--- src/rtl/gpca_pipe.sv ---
// gpca_pipe: pipelined non-restoring divider / square-root array.
// One add/subtract row per stage, N stages, stage register after every row.
// Optional macro GPCA_REM_CORRECT_EN: when defined, the last row applies the
// non-restoring remainder correction and out_r carries the remainder; when
// undefined, out_r is driven 0.
module gpca_pipe #(
    parameter int N    = 8,
    parameter int OP_W = 2 * N
) (
    input  logic            clk,
    input  logic            rst,
    input  logic            in_valid,
    output logic            in_ready,
    input  logic            in_mode,
    input  logic [OP_W-1:0] in_a,
    input  logic [N-1:0]    in_b,
    output logic            out_valid,
    input  logic            out_ready,
    output logic [N-1:0]    out_q,
    output logic [N:0]      out_r,
    output logic            out_dz,
    output logic            busy
);

    // Signed partial remainder width; the root rows shift by two, so keep
    // enough headroom that only the sign bit carries control information.
    localparam int RW = N + 5;

    // Stage registers; r_vld[N] is the output stage.
    logic [N:1]      r_vld;
    logic            r_mode [1:N-1];
    logic            r_dz   [1:N-1];
    logic            r_sat  [1:N-1];
    logic [RW-1:0]   r_rem  [1:N-1];
    logic [N-1:0]    r_q    [1:N-1];
    logic [OP_W-1:0] r_sh   [1:N-1];
    logic [N-1:0]    r_b    [1:N-1];

    logic [N-1:0]    r_out_q;
    logic [N:0]      r_out_r;
    logic            r_out_dz;

    // Row inputs (index k feeds row k) and row outputs.
    logic            w_mode_i [0:N-1];
    logic            w_dz_i   [0:N-1];
    logic            w_sat_i  [0:N-1];
    logic [RW-1:0]   w_rem_i  [0:N-1];
    logic [N-1:0]    w_q_i    [0:N-1];
    logic [OP_W-1:0] w_sh_i   [0:N-1];
    logic [N-1:0]    w_b_i    [0:N-1];
    logic [RW-1:0]   w_rem_o  [0:N-1];
    logic [N-1:0]    w_q_o    [0:N-1];
    logic [OP_W-1:0] w_sh_o   [0:N-1];

    logic            w_adv;
    logic [N-1:0]    w_q_fin;
    logic [N:0]      w_r_fin;

    assign w_adv     = ~(r_vld[N] & ~out_ready);
    assign in_ready  = w_adv;
    assign out_valid = r_vld[N];
    assign out_q     = r_out_q;
    assign out_r     = r_out_r;
    assign out_dz    = r_out_dz;
    assign busy      = |r_vld;

    // Row 0 takes the operands directly; later rows take the stage registers.
    // A quotient that would not fit N bits (including b = 0) is flagged up
    // front and overrides the array result at the output.
    always_comb begin
        w_mode_i[0] = in_mode;
        w_dz_i[0]   = ~in_mode & (in_b == '0);
        w_sat_i[0]  = ~in_mode & (in_a[OP_W-1:N] >= in_b);
        w_rem_i[0]  = in_mode ? '0 : RW'(in_a[OP_W-1:N]);
        w_sh_i[0]   = in_mode ? in_a : {in_a[N-1:0], {N{1'b0}}};
        w_q_i[0]    = '0;
        w_b_i[0]    = in_b;
        for (int unsigned k = 1; k < N; k++) begin
            w_mode_i[k] = r_mode[k];
            w_dz_i[k]   = r_dz[k];
            w_sat_i[k]  = r_sat[k];
            w_rem_i[k]  = r_rem[k];
            w_sh_i[k]   = r_sh[k];
            w_q_i[k]    = r_q[k];
            w_b_i[k]    = r_b[k];
        end
    end

    // Non-restoring rows: sign of the previous remainder picks add or subtract;
    // divide uses the divisor as B, root uses the partial root with 01 (after a
    // non-negative remainder) or 11 (after a negative one) appended.
    always_comb begin
        logic          w_neg;
        logic [RW-1:0] w_rsh;
        logic [RW-1:0] w_bop;
        w_neg = 1'b0;
        w_rsh = '0;
        w_bop = '0;
        for (int unsigned k = 0; k < N; k++) begin
            w_neg = w_rem_i[k][RW-1];
            if (w_mode_i[k]) begin
                w_rsh = {w_rem_i[k][RW-3:0], w_sh_i[k][OP_W-1 -: 2]};
                w_bop = RW'({w_q_i[k], w_neg, 1'b1});
            end else begin
                w_rsh = {w_rem_i[k][RW-2:0], w_sh_i[k][OP_W-1]};
                w_bop = RW'(w_b_i[k]);
            end
            w_rem_o[k] = w_neg ? (w_rsh + w_bop) : (w_rsh - w_bop);
            w_q_o[k]   = {w_q_i[k][N-2:0], ~w_rem_o[k][RW-1]};
            w_sh_o[k]  = w_mode_i[k] ? (w_sh_i[k] << 2) : (w_sh_i[k] << 1);
        end
    end

    // Final row result: saturation override and optional remainder correction.
    always_comb begin
        w_q_fin = w_sat_i[N-1] ? '1 : w_q_o[N-1];
`ifdef GPCA_REM_CORRECT_EN
        begin
            logic [N:0] w_fix_add;
            logic [N:0] w_rem_fix;
            // Only the low N+1 bits survive, so the correction add is done at that width.
            w_fix_add = w_mode_i[N-1] ? {w_q_o[N-1], 1'b1} : {1'b0, w_b_i[N-1]};
            w_rem_fix = w_rem_o[N-1][RW-1] ? (w_rem_o[N-1][N:0] + w_fix_add)
                                           : w_rem_o[N-1][N:0];
            w_r_fin   = w_sat_i[N-1] ? '0 : w_rem_fix;
        end
`else
        w_r_fin = '0;
`endif
    end

    // Valid chain and output registers; everything holds while the output stalls.
    always_ff @(posedge clk or posedge rst) begin
        if (rst) begin
            r_vld    <= '0;
            r_out_q  <= '0;
            r_out_r  <= '0;
            r_out_dz <= 1'b0;
        end else if (w_adv) begin
            r_vld    <= {r_vld[N-1:1], in_valid};
            r_out_q  <= w_q_fin;
            r_out_r  <= w_r_fin;
            r_out_dz <= r_vld[N-1] & w_dz_i[N-1];
        end
    end

    // Intermediate datapath registers; no reset needed, qualified by r_vld.
    always_ff @(posedge clk) begin
        if (w_adv) begin
            for (int unsigned k = 1; k < N; k++) begin
                r_mode[k] <= w_mode_i[k-1];
                r_dz[k]   <= w_dz_i[k-1];
                r_sat[k]  <= w_sat_i[k-1];
                r_rem[k]  <= w_rem_o[k-1];
                r_q[k]    <= w_q_o[k-1];
                r_sh[k]   <= w_sh_o[k-1];
                r_b[k]    <= w_b_i[k-1];
            end
        end
    end

endmodule

--- config.mk ---
export PLATFORM = sky130hd
export DESIGN_NAME = gpca_pipe
export DESIGN_NICKNAME = d
export VERILOG_FILES = /design/src/rtl/gpca_pipe.sv
export SDC_FILE = /design/constraint.sdc
export NUM_CORES = 1
export LEC_CHECK = 0
export ABC_CLOCK_PERIOD_IN_PS = 18550
export CORE_UTILIZATION = 34
export DETAILED_ROUTE_END_ITERATION = 16
export PLACE_DENSITY = 0.55
export SKIP_CTS_REPAIR_TIMING = 1
export SLEW_MARGIN = 25
export SYNTH_ARGS = -nofsm -noshare
export SYNTH_HDL_FRONTEND = slang
export SYNTH_SLANG_ARGS = --single-unit
--- constraint.sdc ---
create_clock -name clk -period 18.55 [get_ports clk]
set_input_delay 3.71 -clock clk [delete_from_list [all_inputs] [get_ports clk]]
set_output_delay 3.71 -clock clk [all_outputs]
set_load 0.005 [all_outputs]
==> impl_table.tex <==
\begin{tabular}{lr}
\hline
Metric & Value \\
\hline
\multicolumn{2}{l}{\textbf{Synthesis}} \\
\quad Netlist area before placement & approximately 16,000 um\^{}2 \\
\quad Adder-cell area share of the yosys netlist & 9.11\% \\
\quad Most area-hungry cell type in the Yosys netlist & edfxtp\_1 \\
\quad Post-synthesis xor/xnor area fraction & 6.62\% \\
\quad Yosys synthesis warning count & 0 \\
\quad Synthesized instance count & 1,339 \\
\quad Area fraction in compound gates after synthesis & between 10\% and 20\% \\
\quad Synth area leaders & edfxtp\_1 (47\%), mux2\_2 (9.4\%), ha\_1 (8.2\%) \\
\quad Number of register bits inferred by synthesis & 269 \\
\quad Top\_reg\_cell synth & edfxtp\_1 \\
\quad Largest family of logic cells by synthesized area & multiplexers \\
\quad Proportion of synthesized area in mux cells & 11.7\% \\
\quad Post-synth top area share & 47.0\% \\
\quad Average size of a mapped cell & between 10 and 15 um\^{}2 \\
\quad Simple-gate share of the synthesized area & under 10\% \\
\quad Count of flip-flops with a built-in enable after synthesis & between 200 and 300 \\
\quad Share of the yosys chip area belonging to registers & 49.7\% \\
\quad Number of distinct library cells after synthesis & 63 \\
\quad Fraction of registers with async set/reset & approximately 6.3\% \\
\multicolumn{2}{l}{\textbf{Final layout}} \\
\quad Filler Cell Count & approximately 4.5k \\
\quad Final cell utilization of the core & between 30\% and 40\% \\
\quad Post-layout instance area & 18,200 um\^{}2 \\
\quad Antenna fix cells & 0 \\
\quad Multi-input gate area in the final layout & 7770 um\^{}2 \\
\quad Most common library cell in the layout ignoring fill and taps & edfxtp\_1 \\
\quad Syn-to-layout area delta & 12.8\% \\
\quad Ratio of cells with drive above 1 in the final layout & 16.5\% \\
\quad Flip-flop and latch area & approximately 8000 um\^{}2 \\
\quad Layout Nets & 1,523 \\
\quad Commonest non-fill, non-tap cells in the layout & edfxtp\_1 (252), mux2\_2 (134), ha\_1 (106) \\
\multicolumn{2}{l}{\textbf{Placed design}} \\
\quad Post-detail-place hpwl & 22.2 mm \\
\quad Post-place setup slack & 9.43 ns \\
\quad Number of port buffers & 40 \\
\quad Routability Congestion & 0.783 \\
\quad Post-Place Cell Area & 17,100 um\^{}2 \\
\multicolumn{2}{l}{\textbf{Detailed routing}} \\
\quad Detail-routed net length per standard cell & approximately 15 um \\
\quad Routed wire length & 30.1 mm \\
\quad Via total after detailed routing & 9,780 \\
\quad Residual DRC count & 0 \\
\quad Average via count per standard cell & 4.86 \\
\quad Number of search-and-repair iterations in the first detailed-routing pass & 4 \\
\quad Remaining antenna violation count & 0 \\
\quad DR iter-0 viols & between 400 and 500 \\
\multicolumn{2}{l}{\textbf{Timing}} \\
\quad Setup TNS & 0 ns \\
\quad Setup violators final & 0 \\
\quad Max-slew violation count & 0 \\
\quad Worst Slack Setup Final & 9.46 ns \\
\quad Skew final & 0.0168 ns \\
\quad Period minus WS final & 9.09 ns \\
\quad Worst Max-Slew Pin Slew & 0.879 ns \\
\quad Post-route fraction of the period consumed by the critical path & 49.0\% \\
\quad Achievable clock frequency & between 100 and 150 MHz \\
\quad Relative slew slack & 40.8\% \\
\quad Unrepaired setup endpoints after global routing & no \\
\quad Count of endpoints failing hold in the final timing report & 0 \\
\multicolumn{2}{l}{\textbf{Setup path}} \\
\quad Data required time of the critical path & 14.84 ns \\
\quad RR Startpoint & r\_mode[0][4] \\
\quad Critical Path AT & between 5 and 6 ns \\
\quad Setup CP Type & in -> out \\
\quad Crit Path Max Fanout & between 50 and 60 \\
\quad Launching element of the worst setup path & out\_ready \\
\quad Startpoint Class & primary input \\
\quad Kind of end point of the critical path & primary output \\
\multicolumn{2}{l}{\textbf{Clock network}} \\
\quad Max H-tree Level & 1 \\
\quad Maximum buffer depth of the clock tree & 3 \\
\quad Clock tree sinks & around 270 \\
\quad CTS tree & yes \\
\quad Reg clk slew, reported paths & 0.06 ns \\
\quad Insertion delay to the later sink of the worst-skew pair & 0.56 ns \\
\quad Clock root buffer & clkbuf\_16 \\
\quad Num CTS Buffers & 30 \\
\multicolumn{2}{l}{\textbf{GRT}} \\
\quad Initial antenna violation count & 0 \\
\quad Overflow left after global routing & 0 \\
\quad Most used routing layer in global routing & met2 \\
\quad Overall fraction of global-route tracks in use & 12.7\% \\
\quad GR Layer Usage met3 & 1.88\% \\
\quad Vias in the first global route & 10.1k \\
\quad Met2 demand-to-capacity share in global routing & 23.4\% \\
\quad Global-route wire length before repair & 50.0 mm \\
\quad Met1 usage in global routing & 15.0\% \\
\quad Pin count of the biggest net entering global routing & 87 \\
\multicolumn{2}{l}{\textbf{Floorplanning}} \\
\quad Height of the die & roughly 220 um \\
\quad Count of pins on the block boundary & 50 \\
\quad CORE AREA & 46,700 um\^{}2 \\
\quad Die area & 48,200 um\^{}2 \\
\quad Site row count & 79 \\
\quad Die Wd & 220 um \\
\quad Initial core utilization & between 30\% and 40\% \\
\multicolumn{2}{l}{\textbf{Min path}} \\
\quad Hold wc startpoint & r\_dz[0][1] \\
\quad Worst Hold Class & reg -> reg \\
\multicolumn{2}{l}{\textbf{Run status}} \\
\quad Status & finished, final reports clean \\
\multicolumn{2}{l}{\textbf{Flow run}} \\
\quad Max-cap viol count & 0 \\
\hline
\end{tabular}
==> synthesized netlist by cell type (9+ instances only) <==
cell type	instances
xor2_1	39
inv_1	34
a31oi_1	10
nand2_1	72
a21o_1	41
nor2_1	91
buf_4	10
xnor2_1	79
nor3_1	27
or2_2	11
o21bai_1	16
ha_1	106
nor2b_1	27
mux2i_1	37
buf_2	9
edfxtp_1	252
a211o_1	11
clkbuf_1	18
o21ai_0	46
mux2_2	134
nand2b_1	23
a31o_2	10
buf_1	12
dfrtp_1	17
nor3b_1	9
o21a_1	13
a21oi_1	95
==> registers in the layout (all words and copies together), names as in the netlist <==
register  count
r_rem        91
r_mode        7
r_dz          7
r_b          56
r_sh         56
out_q         8
r_sat         7
r_q          28
out_dz        1
r_vld         8
==> path summary, 6_finish.rpt <==
kind	to	slack, ns	cells after the start
max	in_ready	9.46	5
min	r_dz[0][2]	0.42	0
max reg2reg	r_rem[0][75]	14.89	12
min reg2reg	r_dz[0][2]	0.42	0
max in group asynchronous	r_vld[2]	14.59	2
min in group asynchronous	out_q[3]	3.54	2
==> metrics by stage <==
step,hold WS (ns),instances
floorplan,0.400,1347
global placement,0.400,1956
detailed placement,0.405,1956
CTS,0.419,2011
global route,0.425,2011
finish,0.419,2011
==> cell type report <==
type                    instances  share of cell area [%]
flip-flops and latches        269                    44.0
inverters                      34                   0.744
repair buffers                 51                    2.65
clock inverters                19                    1.21
clock buffers                  36                    4.38
well taps                     607                    4.18
multi-input cells             995                    42.8
==> layer usage <==
layer	routed length, um	vias up
met5	0	-
met4	883	0
met3	729	50
met2	15200	93
met1	13300	4592
li1	-	5045
==> kinds of logic (layout without fill, tap and decap cells) <==
group | after synthesis | count (layout)
AND/OR/NAND/NOR | 304 | 304
AO/OA/AOI/OAI | 278 | 278
flip-flops | 269 | 269
multiplexers | 171 | 171
XOR/XNOR | 120 | 120
adder cells (fa/ha/maj) | 113 | 113
buffers and inverters | 83 | 140
other | 1 | 9
==> critical path: stages <==
cell             delay [ns]
clkdlybuf4s50_1        0.45
nor2b_1                0.04
buf_4                  0.20
inv_8                  0.31
clkdlybuf4s50_1        0.61
Power is left out: the tool's default activity adds up to more than one toggle a clock period on the data nets, which glitch-free logic cannot reach.
